## src/rtl/gray_conv_arbiter_pkg.sv

```systemverilog
// Shared types and defaults for the Gray-to-binary converter arbiter.
// Optional out_parity output is enabled by defining GCA_PARITY_EN.
package gray_conv_arbiter_pkg;

  typedef enum logic {
    IDLE = 1'b0,
    BUSY = 1'b1
  } state_t;

  localparam int NREQ_DEF = 4;
  localparam int W_DEF    = 4;

  // Index width that never collapses to zero bits.
  function automatic int id_width(input int n);
    return (n > 1) ? $clog2(n) : 1;
  endfunction

endpackage

```

## src/rtl/gray_conv_arbiter_if.sv

```systemverilog
// Request/result bus of gray_conv_arbiter; slave is the DUT view, master the driver view.
// out_parity exists only when GCA_PARITY_EN is defined.
interface gray_conv_arbiter_if
  import gray_conv_arbiter_pkg::*;
#(
  parameter int NREQ = NREQ_DEF,
  parameter int W    = W_DEF
) ();

  localparam int IDW = id_width(NREQ);

  logic [NREQ-1:0]   req_valid;
  logic [NREQ*W-1:0] req_gray;
  logic [NREQ-1:0]   req_ready;
  logic              out_valid;
  logic [W-1:0]      out_binary;
  logic [IDW-1:0]    out_id;
  logic              out_ready;
`ifdef GCA_PARITY_EN
  logic              out_parity;
`endif

`ifdef GCA_PARITY_EN
  modport slave  (input  req_valid, req_gray, out_ready,
                  output req_ready, out_valid, out_binary, out_id, out_parity);
  modport master (output req_valid, req_gray, out_ready,
                  input  req_ready, out_valid, out_binary, out_id, out_parity);
`else
  modport slave  (input  req_valid, req_gray, out_ready,
                  output req_ready, out_valid, out_binary, out_id);
  modport master (output req_valid, req_gray, out_ready,
                  input  req_ready, out_valid, out_binary, out_id);
`endif

endinterface

```

## src/rtl/gray_conv_arbiter_rr_arbiter.sv

```systemverilog
// Round-robin grant: first requester found searching upward from ptr_i+1, with wrap.
module rr_arbiter #(
  parameter int NREQ = 4,
  parameter int IDW  = 2
) (
  input  logic [NREQ-1:0] req_i,
  input  logic [IDW-1:0]  ptr_i,
  output logic [NREQ-1:0] grant_o
);

  int idx;

  // Walk from the farthest offset down so the nearest requester is written last.
  always_comb begin
    grant_o = '0;
    idx     = 0;
    for (int off = NREQ; off >= 1; off--) begin
      idx = (int'(ptr_i) + off) % NREQ;
      if (req_i[IDW'(idx)]) begin
        grant_o             = '0;
        grant_o[IDW'(idx)]  = 1'b1;
      end
    end
  end

endmodule

```

## src/rtl/gray_conv_arbiter.sv

```systemverilog
// NREQ requesters share one Gray-to-binary converter through a round-robin arbiter.
// Define GCA_PARITY_EN to add the registered out_parity output.
module gray_conv_arbiter
  import gray_conv_arbiter_pkg::*;
#(
  parameter int NREQ = NREQ_DEF,
  parameter int W    = W_DEF
) (
  input logic                clk,
  input logic                rst,
  gray_conv_arbiter_if.slave bus
);

  localparam int IDW = id_width(NREQ);

  state_t          state_q;
  logic            out_valid_q;
  logic [W-1:0]    out_binary_q;
  logic [IDW-1:0]  out_id_q;
  logic [IDW-1:0]  ptr_q;
  logic [NREQ-1:0] grant;
  logic [NREQ-1:0] req_ready_d;
  logic [W-1:0]    win_gray;
  logic [W-1:0]    bin_d;
  logic [IDW-1:0]  win_id_d;
  logic            accept;
  logic            fire;
`ifdef GCA_PARITY_EN
  logic            out_parity_q;
`endif

  rr_arbiter #(
    .NREQ (NREQ),
    .IDW  (IDW)
  ) u_rr (
    .req_i   (bus.req_valid),
    .ptr_i   (ptr_q),
    .grant_o (grant)
  );

  always_comb begin
    win_gray = '0;
    win_id_d = '0;
    for (int i = 0; i < NREQ; i++) begin
      if (grant[i]) begin
        win_gray = bus.req_gray[i*W +: W];
        win_id_d = IDW'(i);
      end
    end
  end

  // Each binary bit is the XOR of the Gray bits at and above it.
  generate
    for (genvar gi = 0; gi < W; gi++) begin : g_conv
      assign bin_d[gi] = ^win_gray[W-1:gi];
    end
  endgenerate

  // A full BUSY slot frees up in the same cycle downstream takes it.
  assign accept      = (state_q == IDLE) || bus.out_ready;
  assign req_ready_d = (accept && !rst) ? grant : '0;
  assign fire        = |req_ready_d;

  always_ff @(posedge clk or posedge rst) begin
    if (rst) begin
      state_q      <= IDLE;
      out_valid_q  <= 1'b0;
      out_binary_q <= '0;
      out_id_q     <= '0;
      ptr_q        <= IDW'(NREQ - 1);
`ifdef GCA_PARITY_EN
      out_parity_q <= 1'b0;
`endif
    end else begin
      if (fire) begin
        state_q      <= BUSY;
        out_valid_q  <= 1'b1;
        out_binary_q <= bin_d;
        out_id_q     <= win_id_d;
        ptr_q        <= win_id_d;
`ifdef GCA_PARITY_EN
        out_parity_q <= ^bin_d;
`endif
      end else if (state_q == BUSY && bus.out_ready) begin
        state_q     <= IDLE;
        out_valid_q <= 1'b0;
      end
    end
  end

  assign bus.req_ready  = req_ready_d;
  assign bus.out_valid  = out_valid_q;
  assign bus.out_binary = out_binary_q;
  assign bus.out_id     = out_id_q;
`ifdef GCA_PARITY_EN
  assign bus.out_parity = out_parity_q;
`endif

endmodule

```

## src/flat_wrapper.sv

```systemverilog
// flat-port wrapper written by rule: the top's interface ports become plain ports
module gray_conv_arbiter_flat import gray_conv_arbiter_pkg::*;
#(
  parameter int NREQ = NREQ_DEF,
  parameter int W    = W_DEF
)
  (clk, rst, bus_req_valid, bus_req_gray, bus_out_ready, bus_req_ready, bus_out_valid, bus_out_binary, bus_out_id);
  gray_conv_arbiter_if #(.NREQ(NREQ), .W(W)) bus_i ();
  input logic clk;
  input logic rst;
  input wire logic [$bits(bus_i.req_valid)-1:0] bus_req_valid;
  input wire logic [$bits(bus_i.req_gray)-1:0] bus_req_gray;
  input wire logic [$bits(bus_i.out_ready)-1:0] bus_out_ready;
  output wire logic [$bits(bus_i.req_ready)-1:0] bus_req_ready;
  output wire logic [$bits(bus_i.out_valid)-1:0] bus_out_valid;
  output wire logic [$bits(bus_i.out_binary)-1:0] bus_out_binary;
  output wire logic [$bits(bus_i.out_id)-1:0] bus_out_id;
  assign bus_i.req_valid = bus_req_valid;
  assign bus_i.req_gray = bus_req_gray;
  assign bus_i.out_ready = bus_out_ready;
  assign bus_req_ready = bus_i.req_ready;
  assign bus_out_valid = bus_i.out_valid;
  assign bus_out_binary = bus_i.out_binary;
  assign bus_out_id = bus_i.out_id;
  gray_conv_arbiter #(.NREQ(NREQ), .W(W)) u_core (.clk(clk), .rst(rst), .bus(bus_i));
endmodule
```

## config.mk

```make
export PLATFORM = sky130hd
export DESIGN_NAME = gray_conv_arbiter_flat
export DESIGN_NICKNAME = d
export VERILOG_FILES = /design/src/rtl/gray_conv_arbiter_pkg.sv /design/src/rtl/gray_conv_arbiter_if.sv /design/src/rtl/gray_conv_arbiter_rr_arbiter.sv /design/src/rtl/gray_conv_arbiter.sv /design/src/flat_wrapper.sv
export SDC_FILE = /design/constraint.sdc
export NUM_CORES = 1
export LEC_CHECK = 0
export CAP_MARGIN = 25
export CELL_PAD_IN_SITES_DETAIL_PLACEMENT = 1
export CELL_PAD_IN_SITES_GLOBAL_PLACEMENT = 1
export CORE_UTILIZATION = 35
export CTS_CLUSTER_SIZE = 10
export DETAILED_ROUTE_END_ITERATION = 7
export GPL_TIMING_DRIVEN = 0
export PLACE_DENSITY_LB_ADDON = 0.1
export SLEW_MARGIN = 10
export SYNTH_ARGS = -nofsm -noshare
export SYNTH_HDL_FRONTEND = slang
export SYNTH_SLANG_ARGS = --single-unit
export TNS_END_PERCENT = 20
```

## constraint.sdc

```tcl
create_clock -name clk -period 6.4 [get_ports clk]
set_input_delay 0.96 -clock clk [delete_from_list [all_inputs] [get_ports clk]]
set_output_delay 0.96 -clock clk [all_outputs]
set_load 0.01 [all_outputs]
```

# Word-level counts from Yosys, hierarchy flattened
# Cells that the tools add are included.
# op_classes
n_mux,34
addsub,4
magnitude_cmp,8
n_bitwise,1
reduce_logical,13
# op_table
cell,count
two-way mux 4 bit,9
"less-than comparator 2 x 4 -> 1 bit, second input constant",4
two-way mux 1 bit,15
binary-select mux 1 bit (select 2 bit),4
demux 1 bit (select 2 bit),4
"greater-or-equal comparator 2 x 1 -> 1 bit, second input constant",4
logical AND 1 bit,6
"adder 2 x 1 -> 2 bit, second input constant",2
"adder 2 bit, second input constant",2
two-way mux 2 bit,2
OR reduction 4 bit,1
parity 4 bit,1
parity 3 bit,1
nonzero test 2 bit,1
parity 2 bit,1
logical NOT 1 bit,1
logical OR 1 bit,1
inverter 1 bit,1
# word_totals
in_bits,23
output_inout_bits,11
wordCells,64
reg_bits,9

# Depth between registers and ports, before layout
# Gate-level depths: netlist of run 1.
# logic_depth
word_depth,14
depth_mapped,13
ltp_nobuf,11

# Hierarchy
# From an unflattened synthesis of run 1, not the netlist that was laid out.
# hier_totals
hier_cells,107
area_unflattened_um2,987.2
# modules_own_cells
mod,seq_area_each_um2,cells_per_inst,area_each_um2,n_inst
gray_conv_arbiter,227.7,65,608.1,1
rr_arbiter,0.0,42,379.1,1

# Worst setup path after synthesis of run 1
# OpenSTA, ideal clock, no wires.
# synth_path
path_type,register to register
startpoint,reg u_core.ptr_q[0]
endpoint,reg u_core.out_binary_q[0] (netlist: u_core.bus.out_binary[0])
required_time_ns,6.275
period_less_slack_ns,3.629
arrival_ns,3.503
setup_time_ns,0.125
setup_slack_ns,2.771
stages_incl_launch_ff,12
path_buffers,1
path_cell_list,dfstp_2 buf_6 inv_1 ha_1 mux4_2 o41a_1 o21a_4 and3_1 o32ai_2 xor2_1 xnor3_1 mux2_4
# synth_between
elab_chain_cells,14
word_cells_on_any_way,47
cone_classes,add/sub: 4; order compare: 8; mux: 29; reduce/logical: 6
# synth_lines
item,line,source
from (decl),gray_conv_arbiter.sv:20,logic [IDW-1:0] ptr_q;
from (signal assigned),gray_conv_arbiter.sv:70,ptr_q <= IDW'(NREQ - 1);
from (signal assigned),gray_conv_arbiter.sv:80,ptr_q <= win_id_d;
adder 2 x 1 -> 2 bit,gray_conv_arbiter_rr_arbiter.sv:18,idx = (int'(ptr_i) + off) % NREQ;
less-than comparator 2 x 4 -> 1 bit (implied by the code) or greater-or-equal comparator 2 x 1 -> 1 bit (tied branches),gray_conv_arbiter_rr_arbiter.sv:21,grant_o[IDW'(idx)] = 1'b1;
logical AND 1 bit (implied by the code),gray_conv_arbiter_rr_arbiter.sv:21,
two-way mux 1 bit (implied by the code),gray_conv_arbiter_rr_arbiter.sv:21,
demux 1 bit (select 2 bit),gray_conv_arbiter_rr_arbiter.sv:21,
two-way mux 4 bit (3 in a row),gray_conv_arbiter_rr_arbiter.sv:19,if (req_i[IDW'(idx)]) begin
two-way mux 4 bit *,gray_conv_arbiter_rr_arbiter.sv:19,
two-way mux 4 bit (4 in a row),gray_conv_arbiter.sv:45,if (grant[i]) begin
parity 4 bit,gray_conv_arbiter.sv:55,assign bin_d[gi] = ^win_gray[W-1:gi];
to (signal assigned),gray_conv_arbiter.sv:78,out_binary_q <= bin_d;
to (decl),gray_conv_arbiter.sv:18,logic [W-1:0] out_binary_q;
# Mark *: on every way between the ends. The rest lies on a longest branch, timed or not. The select of a mux whose other input is x is not followed.
# A chain may end at the register's enable or synchronous reset.

# Worst setup path after layout of run 1
# layout_path
startpoint,in bus_req_valid[1]
endpoint,out bus_req_ready[3]
# layout_between
elab_chain_cells,8
word_cells_on_any_way,17
cone_classes,mux: 17
# layout_lines
item,line,source
from (decl),flat_wrapper.sv:11,input wire logic [$bits(bus_i.req_valid)-1:0] bus_req_valid;
binary-select mux 1 bit (select 2 bit),gray_conv_arbiter_rr_arbiter.sv:19,
two-way mux 1 bit (implied by the code) (2 in a row),gray_conv_arbiter_rr_arbiter.sv:19,
two-way mux 4 bit (3 in a row),gray_conv_arbiter_rr_arbiter.sv:19,
two-way mux 4 bit *,gray_conv_arbiter_rr_arbiter.sv:19,
two-way mux 4 bit *,gray_conv_arbiter.sv:61,assign req_ready_d = (accept && !rst) ? grant : '0;
to (decl),flat_wrapper.sv:14,output wire logic [$bits(bus_i.req_ready)-1:0] bus_req_ready;
# Marked as above.

==> results by group, run 1 <==
Layout
  • Area occupied by multi-input gates: around 680 um^2
  • Proportion of layout cells with a drive suffix above 1: 11.0%
  • Commonest non-fill, non-tap cells in the layout: 33 x clkdlybuf4s50_1, 15 x nand2_1, 10 x inv_1, 10 x nor2_1, 8 x ha_1
  • # fillers: about 310
  • Final std cells w/o fill: 176
  • Most common cell after layout, fill and taps aside: clkdlybuf4s50_1
  • Antenna diode count: 0
  • Nets: 178
  • Synth-to-layout area growth: 40.9%
  • Reg area: around 230 um^2

Logic synthesis
  • Mux contribution to synthesized area: 14.0%
  • Synth Register Bits: 9
  • Cell count after synthesis: approximately 110
  • Cell area after synthesis: just under 1000 um^2
  • Mean Syn Cell Area: between 8 and 9 um^2
  • Synth cell types: 44
  • Largest family of logic cells by synthesized area: compound AO/OA/AOI/OAI gates
  • Synth Area in XOR/XNOR: 4.15%
  • Seq/Total Area, Yosys: between 20% and 30%
  • Post-Synth Adder-Cell Area: 10.4%
  • Synth Area in Simple Gates: between 10% and 20%
  • Synth Area in Compound Gates: roughly a quarter
  • Synthesized Nets: 140
  • Synth warnings: 0

Worst setup path
  • Crit path max-delay family: buffers and inverters
  • Slowest cell on crit path: mux4_2
  • Required time of the critical path: around 5.4 ns
  • Critical path endpoint category: output port
  • CP Cell Sequence: clkdlybuf4s50_1 > mux4_2 > o41ai_1 > a22oi_1 > buf_2 > nor2_1 > clkdlybuf4s50_1
  • Critical Path Start Type: primary input
  • Critical path class: in2out
  • Crit path buf inv count: 3
  • Largest stage delay, worst path: ~0.58 ns
  • Arrival time at the worst endpoint: approximately 3.5 ns
  • CP most frequent cell: clkdlybuf4s50_1
  • Reg2reg start: u_core.ptr_q[0]
  • Critical Path Start: bus_req_valid[1]
  • Crit path max fanout: 10

CTS
  • Clock transition at path regs: 0.06 ns
  • Root Driver: clkbuf_4
  • Post-CTS Setup Inserts: 0
  • Num CTS Buffers: 3
  • Worst-case clock buffer depth: 2
  • Clk_lat worst skew: between 0.2 and 0.3 ns
  • CTS tree: yes
  • Post_cts resized: 0
  • Hold_buf cts: 0
  • Clk sinks: 9
  • H-tree levels: 1

Min path
  • Hold path start: u_core.bus.out_id[1]
  • Worst min-delay path class: reg2reg

STA
  • Period utilization: 70.3%
  • Clk_skew: about 0.00076 ns
  • Peak Freq: approximately 0.22 GHz
  • RSZ-0062 raised after global routing: no
  • Fin Setup TNS: 0 ns
  • Relative slew slack: roughly 45%
  • Max Transition Viols Final: 0
  • Minimum clock period: between 4 and 5 ns
  • Worst-margin pin slew: between 0.8 and 0.9 ns
  • Hold Fails Final Rpt: 0
  • Final-report setup violation count: 0

Floorplanning
  • Starting Density: a little under two fifths
  • Die width: around 55 um
  • Die Span Y: 54.5 um
  • Site Rows: 18
  • Die ar.: about 3000 um^2
  • I/O pin cnt: 34
  • Core Box Area: 2540 um^2

Power and ir drop
  • Sw Ratio: between 40% and 50%
  • Comb power frac: just over 80%
  • Clock power share: 4.6%
  • Sequential power share: 13.4%
  • Leakage: approximately 0.00058 uW
  • Internal power: roughly 500 uW
  • Peak VDD IR: 0.449 mV
  • P_sw: 440 uW
  • PD cells: just under 700 nW/um^2

Global routing
  • Pin count of the biggest net entering global routing: 12
  • Global-route wire length before repair: 4.42 mm
  • Number of global-route vias before repair: between 900 and 1000
  • Total GRT Usage: between 20% and 30%
  • Gr ovfl total: 0
  • Initial antenna violation count: 0

Routing
  • Via Count: ~1000
  • Antenna-violating nets left: 0
  • Number of DRC markers in iteration 0: 6
  • Total Wirelength: between 2 and 3 mm
  • Wire per inst: approximately 16 um
  • DRC: 0
  • Via-to-Cell Ratio: around 5.6
  • TritonRoute pass-1 iters: 4

Placement
  • HPWL after DPL: around 2.2 mm
  • Dpl cells: 172
  • Final GP Congestion: 0.795
  • PortBufs: 33

Job
  • Number of max-cap violations: 0

Run status
  • Status: finished clean
## synth_stat cells, drive strengths merged
cell type	count	area, um^2
xor2	1	8.76
o41ai	1	8.76
o41a	1	11.3
o32ai	2	25.0
nand3	3	15.0
a31oi	3	18.8
o211ai	1	7.51
nand3b	1	7.51
buf	2	16.3
mux4	4	97.6
nor2b	1	6.26
mux2	3	37.5
nor4	2	12.5
inv	11	41.3
nand2	16	62.6
a21oi	3	15.0
o21a	2	22.5
nor2	10	37.5
xnor2	1	8.76
dfrtp	7	175
nor3	1	5.00
a21o	1	7.51
and3	4	25.0
a221o	1	10.0
o21ai	8	43.8
a21boi	1	7.51
a41o	1	10.0
nand2b	1	6.26
xnor3	1	22.5
a41oi	1	8.76
a22oi	1	7.51
dfstp	2	52.6
ha	8	100
a211oi	3	22.5
## power groups by stage
stage | clock (uW) | combinational, uW | sequential [uW]
floorplan | 0 | 549 | 130
global placement | 0 | 745 | 124
detailed placement | 0 | 766 | 127
CTS | 47.2 | 771 | 126
global route | 48.1 | 843 | 129
finish | 42.9 | 773 | 126
## final timing paths
kind	to	slack, ns	cells past startpoint
setup / recovery	bus_req_ready[3]	1.90	7
hold / removal	u_core.bus.out_id[1]	0.48	2
setup reg to reg	u_core.bus.out_binary[0]	2.21	11
hold reg to reg	u_core.bus.out_id[1]	0.48	2
max in group asynchronous	u_core.ptr_q[0]	5.15	2
min in group asynchronous	u_core.bus.out_valid	0.96	2
## worst register-to-register path, delay by kind of cell (launching register included)
family,cells,cell delay (ns)
AOI/OAI and AO/OA,3,1.14
xor gates and xnor gates,2,0.84
adders and majority gates,1,0.42
buffers and inverters,2,0.29
DFF,1,0.60
muxes,2,0.67
and+or+nand+nor,1,0.11
## metrics by stage
step / area, um^2 / util, % / hold slack, ns / total power [uW] / worst slack, ns
2_1_floorplan: 965 / - / 0.509 / 679 / 2.77
3_3_place_gp: 1330 / 52.4 / 0.463 / 869 / 1.94
3_5_place_dp: 1330 / 52.4 / 0.470 / 893 / 1.88
4_1_cts: 1360 / 53.4 / 0.490 / 945 / 1.89
5_1_grt: 1360 / 53.4 / 0.510 / 1020 / 1.75
6_report: 1360 / 53.4 / 0.482 / 942 / 1.90
## sequential cells by signal, indices dropped and copies added, names as in the netlist
| register | flops |
|---|---|
| u_core.bus.out_binary | 4 |
| u_core.bus.out_id | 2 |
| u_core.ptr_q | 2 |
| u_core.bus.out_valid | 1 |
## final cells by class
class,instances,share of cell area [%]
timing repair buffer,33,24.3
multi-input combinational,87,50.0
tap,30,2.76
inverter,11,3.04
sequential,9,16.8
clock buffer,4,1.93
buffer,2,1.20
## metal layers
metal  wire length [um]  vias up  track usage, %
met5                  0        -               0
met4                 55        0            10.7
met3                 97        6            1.11
met2               1390       26            37.2
met1               1270      480            26.4
li1                   -      476               -
## kinds of logic (layout without fill, tap and decap cells)
group,count (synthesis),count (layout)
adders and majority gates,8,8
buffers and inverters,13,50
xor gates and xnor gates,3,3
AOI/OAI and AO/OA,30,30
muxes,7,7
DFF,9,9
and+or+nand+nor,39,39
Note: power is estimated with default switching activity, not from simulation.
==> inputs of run 2 (changes only) <==
--- a/config.mk
+++ b/config.mk
@@ -8,7 +8,7 @@
 export CAP_MARGIN = 25
 export CELL_PAD_IN_SITES_DETAIL_PLACEMENT = 1
 export CELL_PAD_IN_SITES_GLOBAL_PLACEMENT = 1
-export CORE_UTILIZATION = 35
+export CORE_UTILIZATION = 29
 export CTS_CLUSTER_SIZE = 10
 export DETAILED_ROUTE_END_ITERATION = 7
 export GPL_TIMING_DRIVEN = 0
==> constraint.sdc (replaced) <==
create_clock -name clk -period 3.78 [get_ports clk]
set_input_delay 0.567 -clock clk [delete_from_list [all_inputs] [get_ports clk]]
set_output_delay 0.567 -clock clk [all_outputs]
set_load 0.01 [all_outputs]
==> run 2 against run 1 <==
Net effect: final area up 14%; cell count increased by 16%; largest power group unchanged; die area increased by 20%; critical path depth is 4 higher; register-to-register slack lost 2.1 ns; sequential share of layout area decreased by 2.1 points.
==> results by group, run 2 (synthesis results as in run 1) <==
Worst setup path
  • Reg2reg start: u_core.ptr_q[0]
  • Arrival time at the worst endpoint: between 3 and 4 ns
  • Slowest cell on crit path: dfstp_2
  • Critical Path Start: u_core.ptr_q[0]
  • Required time of the critical path: 3.93 ns
  • Critical path class: reg2reg
  • Largest stage delay, worst path: between 0.5 and 0.6 ns
  • Critical path endpoint category: flip-flop
  • CP Cell Sequence: buf_6 > clkinvlp_4 > ha_4 > mux4_2 > o41a_1 > o21a_4 > and3_1 > o32ai_4 > xor2_2 > xnor3_1 > mux2_4
  • Critical Path Start Type: flip-flop
  • Crit path max fanout: 8

STA
  • Peak Freq: between 0.2 and 0.3 GHz
  • Period utilization: just under 100%
  • Worst-margin pin slew: 0.769 ns
  • Fin Setup TNS: 0 ns
  • Max Transition Viols Final: 0
  • Final-report setup violation count: 0
  • Hold Fails Final Rpt: 0
  • Clk_skew: roughly 0.00024 ns
  • Minimum clock period: 3.69 ns
  • Relative slew slack: approximately half

Global routing
  • Initial antenna violation count: 0
  • Number of global-route vias before repair: between 1000 and 1500
  • Gr ovfl total: 0
  • Global-route wire length before repair: 4.73 mm
  • Total GRT Usage: between 15 and 20%
  • Pin count of the biggest net entering global routing: 12

Layout
  • Proportion of layout cells with a drive suffix above 1: 24.2%
  • Utilization of the core after routing: between 50% and 60%
  • Largest register FFs: 4
  • Antenna diode count: 0
  • Synth-to-layout area growth: 61.0%
  • Commonest non-fill, non-tap cells in the layout: 31 x clkdlybuf4s50_1, 16 x buf_4, 15 x nand2_1
  • Nets: just under 200
  • Final std cells w/o fill: slightly above 200
  • Most common cell after layout, fill and taps aside: clkdlybuf4s50_1

Floorplanning
  • I/O pin cnt: 34
  • Die width: a little under 60 um
  • Core Box Area: approximately 3100 um^2
  • Die ar.: ~3600 um^2
  • Die Span Y: 59.7 um
  • Site Rows: 20
  • Starting Density: a little under a third

CTS
  • Clock transition at path regs: about 0.06 ns
  • Clk sinks: 9
  • Num CTS Buffers: 3
  • Hold_buf cts: 0
  • Clk_lat worst skew: between 0.2 and 0.3 ns
  • CTS tree: yes
  • H-tree levels: 1
  • Worst-case clock buffer depth: 2
  • Root Driver: clkbuf_4

Routing
  • TritonRoute pass-1 iters: 4
  • Max layer used: met4
  • DRC: 0
  • Total Wirelength: 3.40 mm
  • Via Count: between 1000 and 1500
  • Via-to-Cell Ratio: about 5
  • Met2 wire length: between 1.5 and 2 mm
  • Number of DRC markers in iteration 0: 45
  • Wire per inst: 16.6 um
  • Met1 wire length: around 1.5 mm
  • Antenna-violating nets left: 0
  • Met3 wire len: between 100 and 150 um

Power and ir drop
  • Tot Pwr: roughly 1900 uW
  • Leakage: roughly 0.00067 uW
  • Peak VDD IR: roughly 0.46 mV
  • PD cells: 1210 nW/um^2

Run status
  • Status: finished clean

Job
  • Number of max-cap violations: 0

Min path
  • Worst min-delay path class: reg2reg
  • Hold path start: u_core.bus.out_id[1]

Placement
  • PortBufs: 33
  • Final GP Congestion: 0.796
  • HPWL after DPL: 2.14 mm
  • Dpl cells: around 190
==> run 2: cell types whose count changed in the layout (fill, tap and decap cells not counted), sizes merged <==
cell / change
buf: +15
inv: -2
clkinvlp: +2
dlygate4sd2: +2
clkdlybuf4s50: -2
==> run 2: layer usage <==
metal,vias up,global-route usage [%]
met1,508,24.2
met5,-,0
met2,28,28.6
met4,0,6.98
met3,4,0.866
li1,503,-
==> run 2: path summary, 6_finish.rpt <==
path | to | slack, ns | depth (start not counted)
setup / recovery | u_core.bus.out_binary[0] | 0.09 | 11
hold / removal | u_core.bus.out_id[1] | 0.50 | 2
setup reg to reg | u_core.bus.out_binary[0] | 0.09 | 11
hold reg to reg | u_core.bus.out_id[1] | 0.50 | 2
max in group asynchronous | u_core.ptr_q[1] | 2.90 | 2
min in group asynchronous | u_core.bus.out_binary[0] | 0.57 | 2
==> run 2: cell type report <==
class | count | area [um^2]
fillers | 382 | 1550
multi-input cells | 87 | 736
repair buffers | 48 | 440
flip-flops and latches | 9 | 228
well taps | 44 | 55.1
inverters | 11 | 48.8
clock buffers | 4 | 26.3
plain buffers | 2 | 18.8
==> run 2: per-stage QoR <==
stage	setup WS [ns]	hold slack (ns)	cell area (um^2)
after floorplan	0.151	0.402	965
after global routing	-0.0290	0.526	1550
final	0.0880	0.502	1550
after CTS	-0.120	0.501	1430
after detailed placement	-0.271	0.479	1350
after global placement	-0.301	0.467	1350
==> run 2: power by group <==
part	leakage, uW	switching, uW	internal, uW	total, uW
registers	0.000104	34.1	163	197
logic	0.000547	779	826	1610
clock network	0.0000150	33.8	40.7	74.5
==> run 2: what timing repair did <==
action / 4_1_cts / 5_1_grt
setup endpoints to repair: 3 / 4
setup buffers: 0 / 15
pin swaps: 2 / 4
hold endpoints to repair: 0 / 0
resized for setup: 9 / 3
==> run 2: worst max-delay path: cells and delay by family, from the launching register on <==
family	cells	cell delay [ns]
adder cells (fa/ha/maj)	1	0.34
flip-flops	1	0.58
AO/OA/AOI/OAI	3	1.09
multiplexers	2	0.64
AND/OR/NAND/NOR	1	0.20
buffers and inverters	2	0.31
XOR/XNOR	2	0.43
